<file path="src/rtl/mips_cpu_pkg.sv">
// mips_cpu_pkg
//   Types and constants shared between the MIPS pipeline stages.
//   - pipe_state_enum : occupancy state of a two-entry pipeline register
//                       (EMPTY / ONE / FULL). Its encoding is the held count.
//   - id_exe_bundle_t : payload carried from ID to EXE. Instantiate
//                       pipe_stage_reg with WIDTH = ID_EXE_W.
//   - ID_EXE_ZERO     : all-zero bundle, which the pipeline treats as a NOP.
package mips_cpu_pkg;

  typedef enum logic [1:0] {
    EMPTY = 2'd0,
    ONE   = 2'd1,
    FULL  = 2'd2
  } pipe_state_enum;

  typedef struct packed {
    logic [31:0] pc;
    logic [31:0] instr;
    logic [31:0] rs_val;
    logic [31:0] rt_val;
    logic [31:0] imm;
  } id_exe_bundle_t;

  localparam int ID_EXE_W = $bits(id_exe_bundle_t);

  localparam id_exe_bundle_t ID_EXE_ZERO = '0;

endpackage

</file>
<file path="src/rtl/pipe_stage_reg.sv">
// pipe_stage_reg
//   Fully registered two-entry pipeline register with a skid buffer. It
//   streams one bundle per cycle with one cycle of latency. It breaks the
//   ready path, so in_ready never depends combinationally on out_ready.
//
// Ports
//   cpu_clk_50M  in   sole clock, rising edge
//   cpu_rst_n    in   synchronous active-low reset
//   in_valid     in   upstream offers in_data
//   in_ready     out  stage can take a bundle this cycle (not FULL)
//   in_data      in   WIDTH-bit upstream bundle
//   out_valid    out  main entry holds a bundle
//   out_ready    in   downstream consumes out_data this cycle
//   out_data     out  main entry; all-zero whenever out_valid=0
//   flush        in   discard every held bundle (branch/exception kill)
//   occupancy    out  held bundles 0..2 (also the FSM state encoding)
//   stall_cnt    out  saturating count of cycles with out_valid & !out_ready
//   stall_clr    in   zero stall_cnt; wins over a same-cycle increment
//
// Handshake: a transfer happens on a rising edge where valid and ready are
// both 1. valid never waits on ready. Once a bundle is offered, the offer
// stays asserted and the bundle stays unchanged until it is taken. The only
// exceptions are flush and reset.
module pipe_stage_reg
  import mips_cpu_pkg::*;
#(
  parameter int WIDTH = 160,
  parameter int CNT_W = 16
) (
  input  logic             cpu_clk_50M,
  input  logic             cpu_rst_n,
  input  logic             in_valid,
  output logic             in_ready,
  input  logic [WIDTH-1:0] in_data,
  output logic             out_valid,
  input  logic             out_ready,
  output logic [WIDTH-1:0] out_data,
  input  logic             flush,
  output logic [1:0]       occupancy,
  output logic [CNT_W-1:0] stall_cnt,
  input  logic             stall_clr
);

  pipe_state_enum   state_q, state_d;
  logic [WIDTH-1:0] main_q, main_d;
  logic [WIDTH-1:0] skid_q, skid_d;
  logic [CNT_W-1:0] stall_q, stall_d;

  logic accept;
  logic take;

  // All outputs come from registers only. This keeps out_ready from
  // reaching in_ready.
  assign in_ready  = (state_q != FULL);
  assign out_valid = (state_q != EMPTY);
  // main_q is already zeroed whenever the stage drains. The gate makes the
  // NOP bubble explicit on the output.
  assign out_data  = out_valid ? main_q : '0;
  assign occupancy = state_q;
  assign stall_cnt = stall_q;

  assign accept = in_valid & in_ready;
  assign take   = out_valid & out_ready;

  // Next-state and datapath.
  always_comb begin
    state_d = state_q;
    main_d  = main_q;
    skid_d  = skid_q;

    if (flush) begin
      // Kill everything, including a bundle accepted this cycle. A
      // coincident take has already been seen by downstream.
      state_d = EMPTY;
      main_d  = '0;
      skid_d  = '0;
    end else begin
      unique case (state_q)
        EMPTY: begin
          if (accept) begin
            state_d = ONE;
            main_d  = in_data;
          end
        end
        ONE: begin
          if (accept && take) begin
            main_d = in_data;
          end else if (accept) begin
            // Downstream stalled: park the new bundle behind main.
            state_d = FULL;
            skid_d  = in_data;
          end else if (take) begin
            state_d = EMPTY;
            main_d  = '0;
          end
        end
        FULL: begin
          // in_ready is low, so no accept can happen here.
          if (take) begin
            state_d = ONE;
            main_d  = skid_q;
            skid_d  = '0;
          end
        end
        default: begin
          state_d = EMPTY;
          main_d  = '0;
          skid_d  = '0;
        end
      endcase
    end
  end

  // Stall counter. It saturates instead of wrapping, and flush leaves it
  // alone.
  always_comb begin
    stall_d = stall_q;
    if (stall_clr) begin
      stall_d = '0;
    end else if (out_valid && !out_ready && (stall_q != {CNT_W{1'b1}})) begin
      stall_d = stall_q + 1'b1;
    end
  end

  always_ff @(posedge cpu_clk_50M) begin
    if (!cpu_rst_n) begin
      state_q <= EMPTY;
      main_q  <= '0;
      skid_q  <= '0;
      stall_q <= '0;
    end else begin
      state_q <= state_d;
      main_q  <= main_d;
      skid_q  <= skid_d;
      stall_q <= stall_d;
    end
  end

endmodule

</file>
<file path="config.mk">
export PLATFORM = sky130hd
export DESIGN_NAME = pipe_stage_reg
export DESIGN_NICKNAME = d
export VERILOG_FILES = /design/src/rtl/mips_cpu_pkg.sv /design/src/rtl/pipe_stage_reg.sv
export SDC_FILE = /design/constraint.sdc
export NUM_CORES = 1
export LEC_CHECK = 0
export CAP_MARGIN = 40
export CORE_ASPECT_RATIO = 0.9
export CORE_MARGIN = 1.5
export CORE_UTILIZATION = 45
export CTS_BUF_LIST = sky130_fd_sc_hd__clkbuf_4 sky130_fd_sc_hd__clkbuf_8
export CTS_CLUSTER_SIZE = 20
export DETAILED_ROUTE_END_ITERATION = 10
export PLACE_DENSITY = 0.72
export SLEW_MARGIN = 20
export SYNTH_ARGS = -nofsm -noshare
export SYNTH_HDL_FRONTEND = slang
export SYNTH_SLANG_ARGS = --single-unit
</file>
<file path="constraint.sdc">
create_clock -name cpu_clk_50M -period 2.9 [get_ports cpu_clk_50M]
set_input_delay 0.58 -clock cpu_clk_50M [delete_from_list [all_inputs] [get_ports cpu_clk_50M]]
set_output_delay 0.58 -clock cpu_clk_50M [all_outputs]
set_load 0.005 [all_outputs]
</file>
# [Word-level counts from Yosys, hierarchy flattened]
# Cells that the tools add are included.
[classes] eq_ne=11 mux=15 n_addsub=1 bitwise=4 reduce_logical=11
[op_table] cell="$mux W160" n=7
[op_table] cell="$pmux W160 S3" n=2
[op_table] cell="$add A16 B1 Y16 const B" n=1
[op_table] cell="$ne A16 B16 Y1 const B" n=1
[op_table] cell="$reduce_and A4 Y1" n=3
[op_table] cell="$mux W2" n=5
[op_table] cell="$ne A2 B2 Y1 const B" n=5
[op_table] cell="$ne A3 B3 Y1 const B" n=3
[op_table] cell="$pmux W2 S3" n=1
[op_table] cell="$reduce_or A2 Y1" n=2
[op_table] cell="$logic_and A1 B1 Y1" n=3
[op_table] cell="$and A1 B1 Y1" n=2
[op_table] cell="$eq A2 B1 Y1 const B" n=1
[op_table] cell="$eq A2 B2 Y1 const B" n=1
[op_table] cell="$logic_not A2 Y1" n=1
[op_table] cell="$not A1 Y1" n=2
[op_table] cell="$reduce_bool A2 Y1" n=1
[op_table] cell="$logic_not A1 Y1" n=1
[word_totals] output_inout_bits=180 reg_bits=338

# [Logic depth before layout (Yosys ltp)]
# Gate-level depths: netlist of the first run.
[depth] word_depth=6 mapped_depth=8 depth_no_buf=5

# [Worst setup path before layout of the first run]
# Ideal clock, no wire load.
[synth_path] path_kind="flip-flop to output port" from="register state_q[1], in the netlist occupancy[1]" to="output out_data[100]" path_slack_ns=0.944 path_stages_with_launch=7 n_path_buf=4 arrival_time_ns=1.376 cell_sequence="dfxtp_1 > buf_4 > or2_2 > clkbuf_1 > buf_2 > clkbuf_1 > and2_1"
[synth_via] elab_chain_len=2
[synth_rtl] element="from (decl)" line="pipe_stage_reg.sv:44" source="pipe_state_enum state_q, state_d;"
[synth_rtl] element="from (signal assigned)" line="pipe_stage_reg.sv:132" source="state_q <= state_d;"
[synth_rtl] element="$reduce_bool A2 Y1" line="pipe_stage_reg.sv:55" source="assign out_valid = (state_q != EMPTY);"
[synth_rtl] element="$mux W160" line="pipe_stage_reg.sv:58" source="assign out_data = out_valid ? main_q : '0;"
[synth_rtl] element="to (decl)" line="pipe_stage_reg.sv:37" source="output logic [WIDTH-1:0] out_data,"
# Every way passes these cells.

# [Worst setup path in the final report of the first run]
[layout_path] from="register state_q[1], in the netlist occupancy[1]" to="output out_data[101]"
# The elaborated chain is that of the path after synthesis.

==> run summary, run 1 <==
Final min period: 2800 ps
most common flop cell mapped by yosys: dfxtp_1
routed via count: 14900
Startpoint Class: flop
Die Ht: 185 microns
Mapped Nets: 2134
initial antenna violation count: 5
Critical Path End Type: output pin
port buffer count: 345
post-synthesis mux area share: 0.0990
wire length per cell: 17.9 microns
Crit Path Category: flop to output pin
row count: 66
dpl hpwl: 29400 microns
placed cell count: 2644
Worst Skew: 23.5 ps
Yosys reg bits: 338
Seq/Total Area, Yosys: 0.410
largest family of logic cells by synthesized area: simple AND/OR/NAND/NOR gates
area of the multi-input gates: 8900 sq um
Worst Path Max Fanout: 48
Nets: 2396
CTS max path bufs: 3
# setup viols final: 0
Sink Count: 338
Inserted Clock Buffers: 57
simple-gate portion of the synthesized area: 0.325
count of final hold-check violations: 0
CTS Hold Bufs: 0
root buf cell: clkbuf_8
GRT overflow: 0
RSZ-0062 raised after global routing: no
Max-Cap Viols: 0
largest net degree at the start of global routing: 132
Pleak: 0.00761 uW
H-tree depth: 2
# IOs: 346
global router's overall resource usage: 0.253
top area cells in the synthesized netlist: dfxtp_1, and2_1, mux2i_1, nor3b_1, nor2_1
crit path DAT: 2220 ps
worst slew pin tran: 789 ps
Max Fclk: 357 MHz
cell accounting for the most synthesized area: dfxtp_1
synth warn: 0
DRT Pass-1 Iters: 5
ratio of final minimum period to clock period: 0.967
fillcell total: 3262
Compound-Gate Fraction of Synth Area: 0.111
post-synth top area share: 0.410
antenna-violating nets left: 0
Final TNS setup: 0 ps
cell area power density: 487 nW/um^2
Mapped Avg Cell Area: 8.38 sq um
global-route wire length before repair: 77600 microns
clk slew on worst S/H paths: 70 ps
status: complete, no violations
Worst IR Drop VDD: 0.351 mV
min-delay worst type: flop to flop
Placer Congestion: 0.771
final slew viol count: 0
Syn-to-layout area delta: 30.4%
post-synthesis adder-cell area fraction: 0.000759
DRC: 0
die extent in x: 205 microns
Mapped Area: 16500 sq um
Core Region: 36100 sq um
Slew HR: 0.474
Routed WL: 49300 microns
Post-synth EDFFs: 0
TritonCTS clock tree: built
via/cell ratio: 5.40
vias in the first global route: 14400
layout cells sized above 1: 0.0677
worst skew pair latency: 600 ps
fin area: 21500 sq um
FFs w/ async S/R, synth: 0
drt first-iter violations: 954
Total Die Area: 37800 sq um
Sequential Area: 6770 sq um
initial core utilization: 0.457
Critical Path RT: 2320 ps
library cells used by synthesis: 42
DP Area: 20200 sq um
Final Non-Filler Cells: 2753
post-synthesis xor/xnor area fraction: 0.000531
Cells after Synth: 1967
logic make-up (layout without fill, tap and decap cells):
group	Yosys count	in the layout
AOI/OAI and AO/OA	328	328
xor gates and xnor gates	1	1
adders and majority gates	1	1
buffers and inverters	179	486
DFF	338	338
muxes	163	163
other	0	3
and+or+nand+nor	957	957
cell usage in the layout (no fill, tap or decap), types with 2 or more instances in the layout:
cell,count
mux2i_1,163
buf_4,16
nand2_1,135
nor2b_1,3
diode_2,3
buf_12,17
nor3_1,4
or4_1,4
and3_1,3
o21ai_0,141
and2_1,451
o31ai_1,4
or3_1,7
clkdlybuf4s50_1,345
nand3b_1,2
nor3b_1,131
dfxtp_1,337
a222oi_1,29
clkinv_2,15
nand4_1,8
buf_16,2
nor2_1,194
a21oi_1,144
nand3_1,3
and4_1,2
clkbuf_8,72
clkbuf_4,15
what timing repair did:
| action | CTS | global route |
|---|---|---|
| setup endpoints to repair | 105 | 0 |
| setup buffers | 1 | 0 |
| resized for setup | 1 | 0 |
path summary, 6_finish.rpt:
check | start | to | slack (ps) | cells after the start
max | occupancy[1] | out_data[101] | 100 | 4
min | main_q[87] | main_q[87] | 450 | 2
max reg2reg | stall_cnt[0] | stall_cnt[3] | 990 | 5
min reg2reg | main_q[87] | main_q[87] | 450 | 2
where the power goes:
part / internal [uW] / total, uW / switching (uW)
Sequential: 4730 / 4770 / 40.3
Combinational: 569 / 1190 / 621
Clock: 2510 / 4500 / 1990
area by class of cell:
class | instances | area share
tap | 476 | 0.0277
antenna | 3 | 0.000349
timing repair buffer | 381 | 0.186
multi-input combinational | 1450 | 0.414
clock inverter | 17 | 0.00524
inverter | 1 | 0.000175
sequential | 338 | 0.315
clock buffer | 87 | 0.0513
Yosys cell counts, types with 3 or more instances:
cell	instances
nor3b_1	132
a21oi_1	144
mux2i_1	163
clkbuf_1	105
nor2b_1	4
a222oi_1	29
buf_4	11
buf_6	13
and3_1	3
or4_1	4
nor3_1	4
nand4_1	8
nor2_1	194
buf_2	48
o21ai_0	141
nand2_1	135
nand3_1	3
o31ai_1	4
and2_1	451
or3_1	7
dfxtp_1	338
registers in the layout (all words and copies together), names as in the netlist:
register	flops
main_q	160
skid_q	160
stall_cnt	16
occupancy	2
per-stage QoR:
step           hold slack, ps  utilization  setup WS (ps)  power (uW)
2_1_floorplan             432            -            944        5530
3_3_place_gp              438        0.560            249        6030
3_5_place_dp              442        0.561            224        6050
4_1_cts                   451        0.596           45.6       10600
5_1_grt                   466        0.596           6.56       10900
6_report                  449        0.596           96.9       10500
routing by layer:
metal,share of wire,GRT usage,vias to the layer above
met5,0.00061,0,-
met4,0.024,0.0859,4
met3,0.063,0.0504,92
met2,0.47,0.415,469
met1,0.45,0.331,7169
li1,-,-,7129
critical path, stage by stage (launching register included):
cell	delay (ps)
dfxtp_4	340
or2_4	300
bufbuf_16	340
and2_1	180
clkdlybuf4s50_1	470
No activity file was read; power rests on OpenSTA's default activity.
==> run 2, diff against run 1 <==
--- a/config.mk
+++ b/config.mk
@@ -9,7 +9,6 @@
 export CORE_ASPECT_RATIO = 0.9
 export CORE_MARGIN = 1.5
 export CORE_UTILIZATION = 45
-export CTS_BUF_LIST = sky130_fd_sc_hd__clkbuf_4 sky130_fd_sc_hd__clkbuf_8
 export CTS_CLUSTER_SIZE = 20
 export DETAILED_ROUTE_END_ITERATION = 10
 export PLACE_DENSITY = 0.72
==> run 2 against run 1 <==
  * Final cell count fell by 1.1%
  * Non-clock buffer count did not move
  * Clock skew fell by 14 ps
  * Hold slack barely moved
  * Critical path type unchanged
  * Global-route usage rose by 0.060 points
  * Wire length rose by 0.19%
  * Combinational power barely moved
  * Maximum frequency rose by 1.9%
==> run summary, run 2 (synthesis results as in run 1) <==
# setup viols final: 0
worst reg2reg path depth: 5
Sink Count: 338
Placer Congestion: 0.771
CTS max path bufs: 3
initial core utilization: 0.457
Max Fclk: 364 MHz
fillcell total: 3197
Post-Place Worst Slack: 224 ps
Pleak: 0.00766 uW
met2 global-route usage: 0.414
cell area power density: 521 nW/um^2
status: complete, no violations
Psw: 2660 uW
Clk pwr share: 0.473
initial antenna violation count: 7
Int Pwr: 8640 uW
layout cells sized above 1: 0.0518
DRC: 0
drt first-iter violations: 898
sw frac: 0.236
root buf cell: clkbuf_16
RSZ-0062 raised after global routing: no
global-route wire length before repair: 77400 microns
most frequent cells in the layout: and2_1, clkdlybuf4s50_1, dfxtp_1
vias in the first global route: 14300
sequential share of power: 0.422
antenna-violating nets left: 0
flop2flop setup slack: 940 ps
crit path DAT: 2170 ps
final slew viol count: 0
combinational group share of total power: 0.105
Sequential Area: 6770 sq um
Final TNS setup: 0 ps
clk slew on worst S/H paths: 60 ps
Syn-to-layout area delta: 31.6%
reg2reg start: occupancy[1]
Die Ht: 185 microns
Inserted Clock Buffers: 39
Crit Path Category: flop to output pin
TritonCTS clock tree: built
Worst Skew: 9.70 ps
R2R Path End: main_q[16]
# IOs: 346
CTS Hold Bufs: 0
min-delay worst type: flop to flop
Most Crowded Layer GR: met2
Nets: 2378
Worst IR Drop VDD: 0.399 mV
largest net degree at the start of global routing: 132
Critical Path RT: 2320 ps
Startpoint Class: flop
count of final hold-check violations: 0
worst skew pair latency: 530 ps
die extent in x: 205 microns
routing usage on met1: 0.333
met3 Use GR: 0.0483
row count: 66
DRT Pass-1 Iters: 8
GRT overflow: 0
ratio of final minimum period to clock period: 0.948
port buffer count: 345
via/cell ratio: 5.42
commonest non-fill, non-tap cell in the layout: and2_1
H-tree depth: 2
Worst Path Max Fanout: 48
area of the multi-input gates: 8900 sq um
Critical Path End Type: output pin
routed via count: 14800
CP Capture Point: out_data[24]
worst slew pin tran: 783 ps
worst setup slack after layout: 150 ps
Slew HR: 0.478
dpl hpwl: 29400 microns
Final min period: 2750 ps
Max-Cap Viols: 0
Core Region: 36100 sq um
global router's overall resource usage: 0.254
Worst Setup SP: occupancy[1]
wire length per cell: 18.2 microns
Routed WL: 49400 microns
Total Die Area: 37800 sq um
run 2: cell count changes in the layout (fill, tap and decap cells not counted):
cell,before,now
bufinv_16,1,6
clkinvlp_4,1,0
clkinv_2,15,9
clkbuf_8,72,9
diode_2,3,6
inv_4,0,1
clkbuf_1,0,5
clkbuf_4,15,0
clkbuf_16,0,41
run 2: power groups by stage:
stage	logic, uW	registers, uW	clock network [uW]
finish	1190	4770	5340
floorplan	667	4860	0
CTS	1190	4770	5430
detailed placement	1170	4870	0
global route	1290	4780	5640
global placement	1160	4870	0
run 2: through the flow:
step,power [uW],std cells,instance area (sq um),hold WS (ps),utilization
6_report,11300,2723,21700,448,0.601
5_1_grt,11700,2722,21700,465,0.601
4_1_cts,11400,2717,21700,451,0.601
3_5_place_dp,6050,2644,20200,442,0.561
3_3_place_gp,6030,2643,20200,438,0.560
2_1_floorplan,5530,1967,16500,432,-
run 2: worst min path at each step:
stage	to	cells after the start	startpoint
after floorplan	main_q[0]	2	main_q[0]
after global placement	main_q[85]	2	main_q[85]
after detailed placement	main_q[121]	2	main_q[121]
after CTS	main_q[82]	2	main_q[82]
after global routing	main_q[20]	2	main_q[20]
final	main_q[87]	2	main_q[87]
run 2: repair_timing:
item                                    in CTS  in global routing
endpoints found under the setup margin      43                  0
buffers inserted                             1                  0
gates resized for setup                      1                  0
run 2: critical path: stages (launching register included):
cell             delay, ps
dfxtp_4                340
or2_4                  310
bufbuf_16              340
and2_1                 170
clkdlybuf4s50_1        470
run 2: layout make-up:
type | count | share of cell area
antenna | 6 | 0.000692
clock buffer | 55 | 0.0539
clock inverter | 16 | 0.0107
tap | 476 | 0.0275
inverter | 1 | 0.000173
sequential | 338 | 0.312
timing repair buffer | 381 | 0.184
multi-input combinational | 1450 | 0.411
run 2: metal layers:
layer  share of wire  vias to the layer above
li1                -                     7072
met1            0.44                     7123
met2            0.47                      465
met3           0.065                       91
met4           0.029                        4
met5         0.00055                        -
==> run 3, diff against run 2 <==
--- a/config.mk
+++ b/config.mk
@@ -9,6 +9,7 @@
 export CORE_ASPECT_RATIO = 0.9
 export CORE_MARGIN = 1.5
 export CORE_UTILIZATION = 45
+export CTS_BUF_LIST = sky130_fd_sc_hd__clkbuf_16
 export CTS_CLUSTER_SIZE = 20
 export DETAILED_ROUTE_END_ITERATION = 10
 export PLACE_DENSITY = 0.72
==> run 3 against run 2 <==
  * First-iteration DRC count shrank 0.89%
  * Setup slack lost 3.9 ps
  * Register-to-register slack about the same
  * Clock power shrank 5.1%
  * Utilization fell by 0.25 points
  * Hold slack got worse by 0.50 ps
  * Sequential power about the same
  * Non-clock buffer count is the same
  * Wire length barely moved
==> run summary, run 3 (synthesis results as in run 1) <==
commonest non-fill, non-tap cell in the layout: and2_1
Critical Path End Type: output pin
largest net degree at the start of global routing: 132
dpl hpwl: 29400 microns
Slew HR: 0.477
global router's overall resource usage: 0.253
worst skew pair latency: 530 ps
Routed WL: 49400 microns
initial antenna violation count: 7
Syn-to-layout area delta: 31.0%
Critical Path RT: 2320 ps
critical path cell sequence: or2_4 -> bufbuf_16 -> and2_1 -> clkdlybuf4s50_1
crit path DAT: 2170 ps
Die Ht: 185 microns
H-tree depth: 2
die extent in x: 205 microns
CTS Hold Bufs: 0
count of final hold-check violations: 0
# IOs: 346
Placer Congestion: 0.771
Crit Path Category: flop to output pin
wire length per cell: 18.1 microns
antenna-violating nets left: 0
min-delay worst type: flop to flop
Core Region: 36100 sq um
DRT Pass-1 Iters: 6
Inserted Clock Buffers: 39
# setup viols final: 0
Pwr Total: 11000 uW
final slew viol count: 0
RSZ-0062 raised after global routing: no
status: complete, no violations
Slowest-stage cell, CP: clkdlybuf4s50_1
fillcell total: 3222
Buffers & Inverters on Critical Path: 2
Worst Skew: 9.67 ps
initial core utilization: 0.457
routed via count: 14700
global-route wire length before repair: 77400 microns
CP peak stage delay: 470 ps
GRT overflow: 0
CP delay by family, top: buffers and inverters
via/cell ratio: 5.40
layout cells sized above 1: 0.0477
Max-Cap Viols: 0
Worst Path Max Fanout: 48
Final TNS setup: 0 ps
Final min period: 2750 ps
drt first-iter violations: 890
Pleak: 0.00763 uW
Total Die Area: 37800 sq um
Sink Count: 338
CTS max path bufs: 3
cell area power density: 511 nW/um^2
Nets: 2378
port buffer count: 345
ratio of final minimum period to clock period: 0.950
TritonCTS clock tree: built
root buf cell: clkbuf_16
clk slew on worst S/H paths: 60 ps
Worst IR Drop VDD: 0.405 mV
worst slew pin tran: 785 ps
DRC: 0
Max Fclk: 363 MHz
most frequent cells in the layout: and2_1, clkdlybuf4s50_1, dfxtp_1
Startpoint Class: flop
row count: 66
vias in the first global route: 14200
==> run 3: cell count changes in the layout (fill, tap and decap cells not counted) <==
cell      previous run  this run
clkinv_1             0         9
clkbuf_8             9         0
clkbuf_1             5         0
inv_1                1         6
==> run 3: report_power, final <==
group	switching, uW	internal (uW)	total (uW)
logic	621	569	1190
registers	40.3	4730	4770
clock network	1980	3090	5070
==> run 3: worst register-to-register path: cells and delay by family (launching register included) <==
kind | cells | cell delay, ps
AOI/OAI and AO/OA | 2 | 420
and+or+nand+nor | 1 | 140
buffers and inverters | 2 | 920
DFF | 1 | 350
==> run 3: timing repair <==
action | in CTS | in global routing
setup buffers | 1 | 0
hold endpoints to repair | 0 | 0
endpoints found under the setup margin | 43 | 0
gates resized for setup | 1 | 0
==> run 3: routing by layer <==
| layer | share of wire | GRT usage | vias to the layer above | wire length [microns] |
|---|---|---|---|---|
| li1 | - | - | 7075 | - |
| met1 | 0.43 | 0.334 | 7077 | 21400 |
| met2 | 0.47 | 0.412 | 458 | 23300 |
| met3 | 0.067 | 0.0483 | 90 | 3310 |
| met4 | 0.029 | 0.0909 | 4 | 1440 |
| met5 | 0.00055 | 0 | - | 27 |
==> run 3: area by class of cell <==
type / instances / area [sq um] / share of cell area
Timing Repair Buffer: 381 / 4000 / 0.185
Multi-Input combinational cell: 1450 / 8900 / 0.412
Sequential cell: 338 / 6770 / 0.313
Clock buffer: 41 / 1030 / 0.0475
Inverter: 1 / 3.75 / 0.000174
Clock inverter: 30 / 284 / 0.0131
Tap cell: 476 / 596 / 0.0276
Antenna cell: 6 / 15.0 / 0.000695
==> run 3: stage by stage <==
step                cell area, sq um   util  setup slack [ps]  instances  hold WS, ps
detailed placement             20200  0.561               224       2644          442
global placement               20200  0.560               249       2643          438
finish                         21600  0.599               146       2723          448
floorplan                      16500      -               944       1967          432
CTS                            21600  0.598               128       2717          451
global route                   21600  0.599              74.3       2722          465
==> run 3: worst paths after layout <==
check | slack (ps) | startpoint | endpoint | depth (start not counted)
max | 150 | occupancy[1] | out_data[101] | 4
min reg2reg | 450 | main_q[87] | main_q[87] | 2
max reg2reg | 950 | occupancy[1] | main_q[16] | 5
min | 450 | main_q[87] | main_q[87] | 2
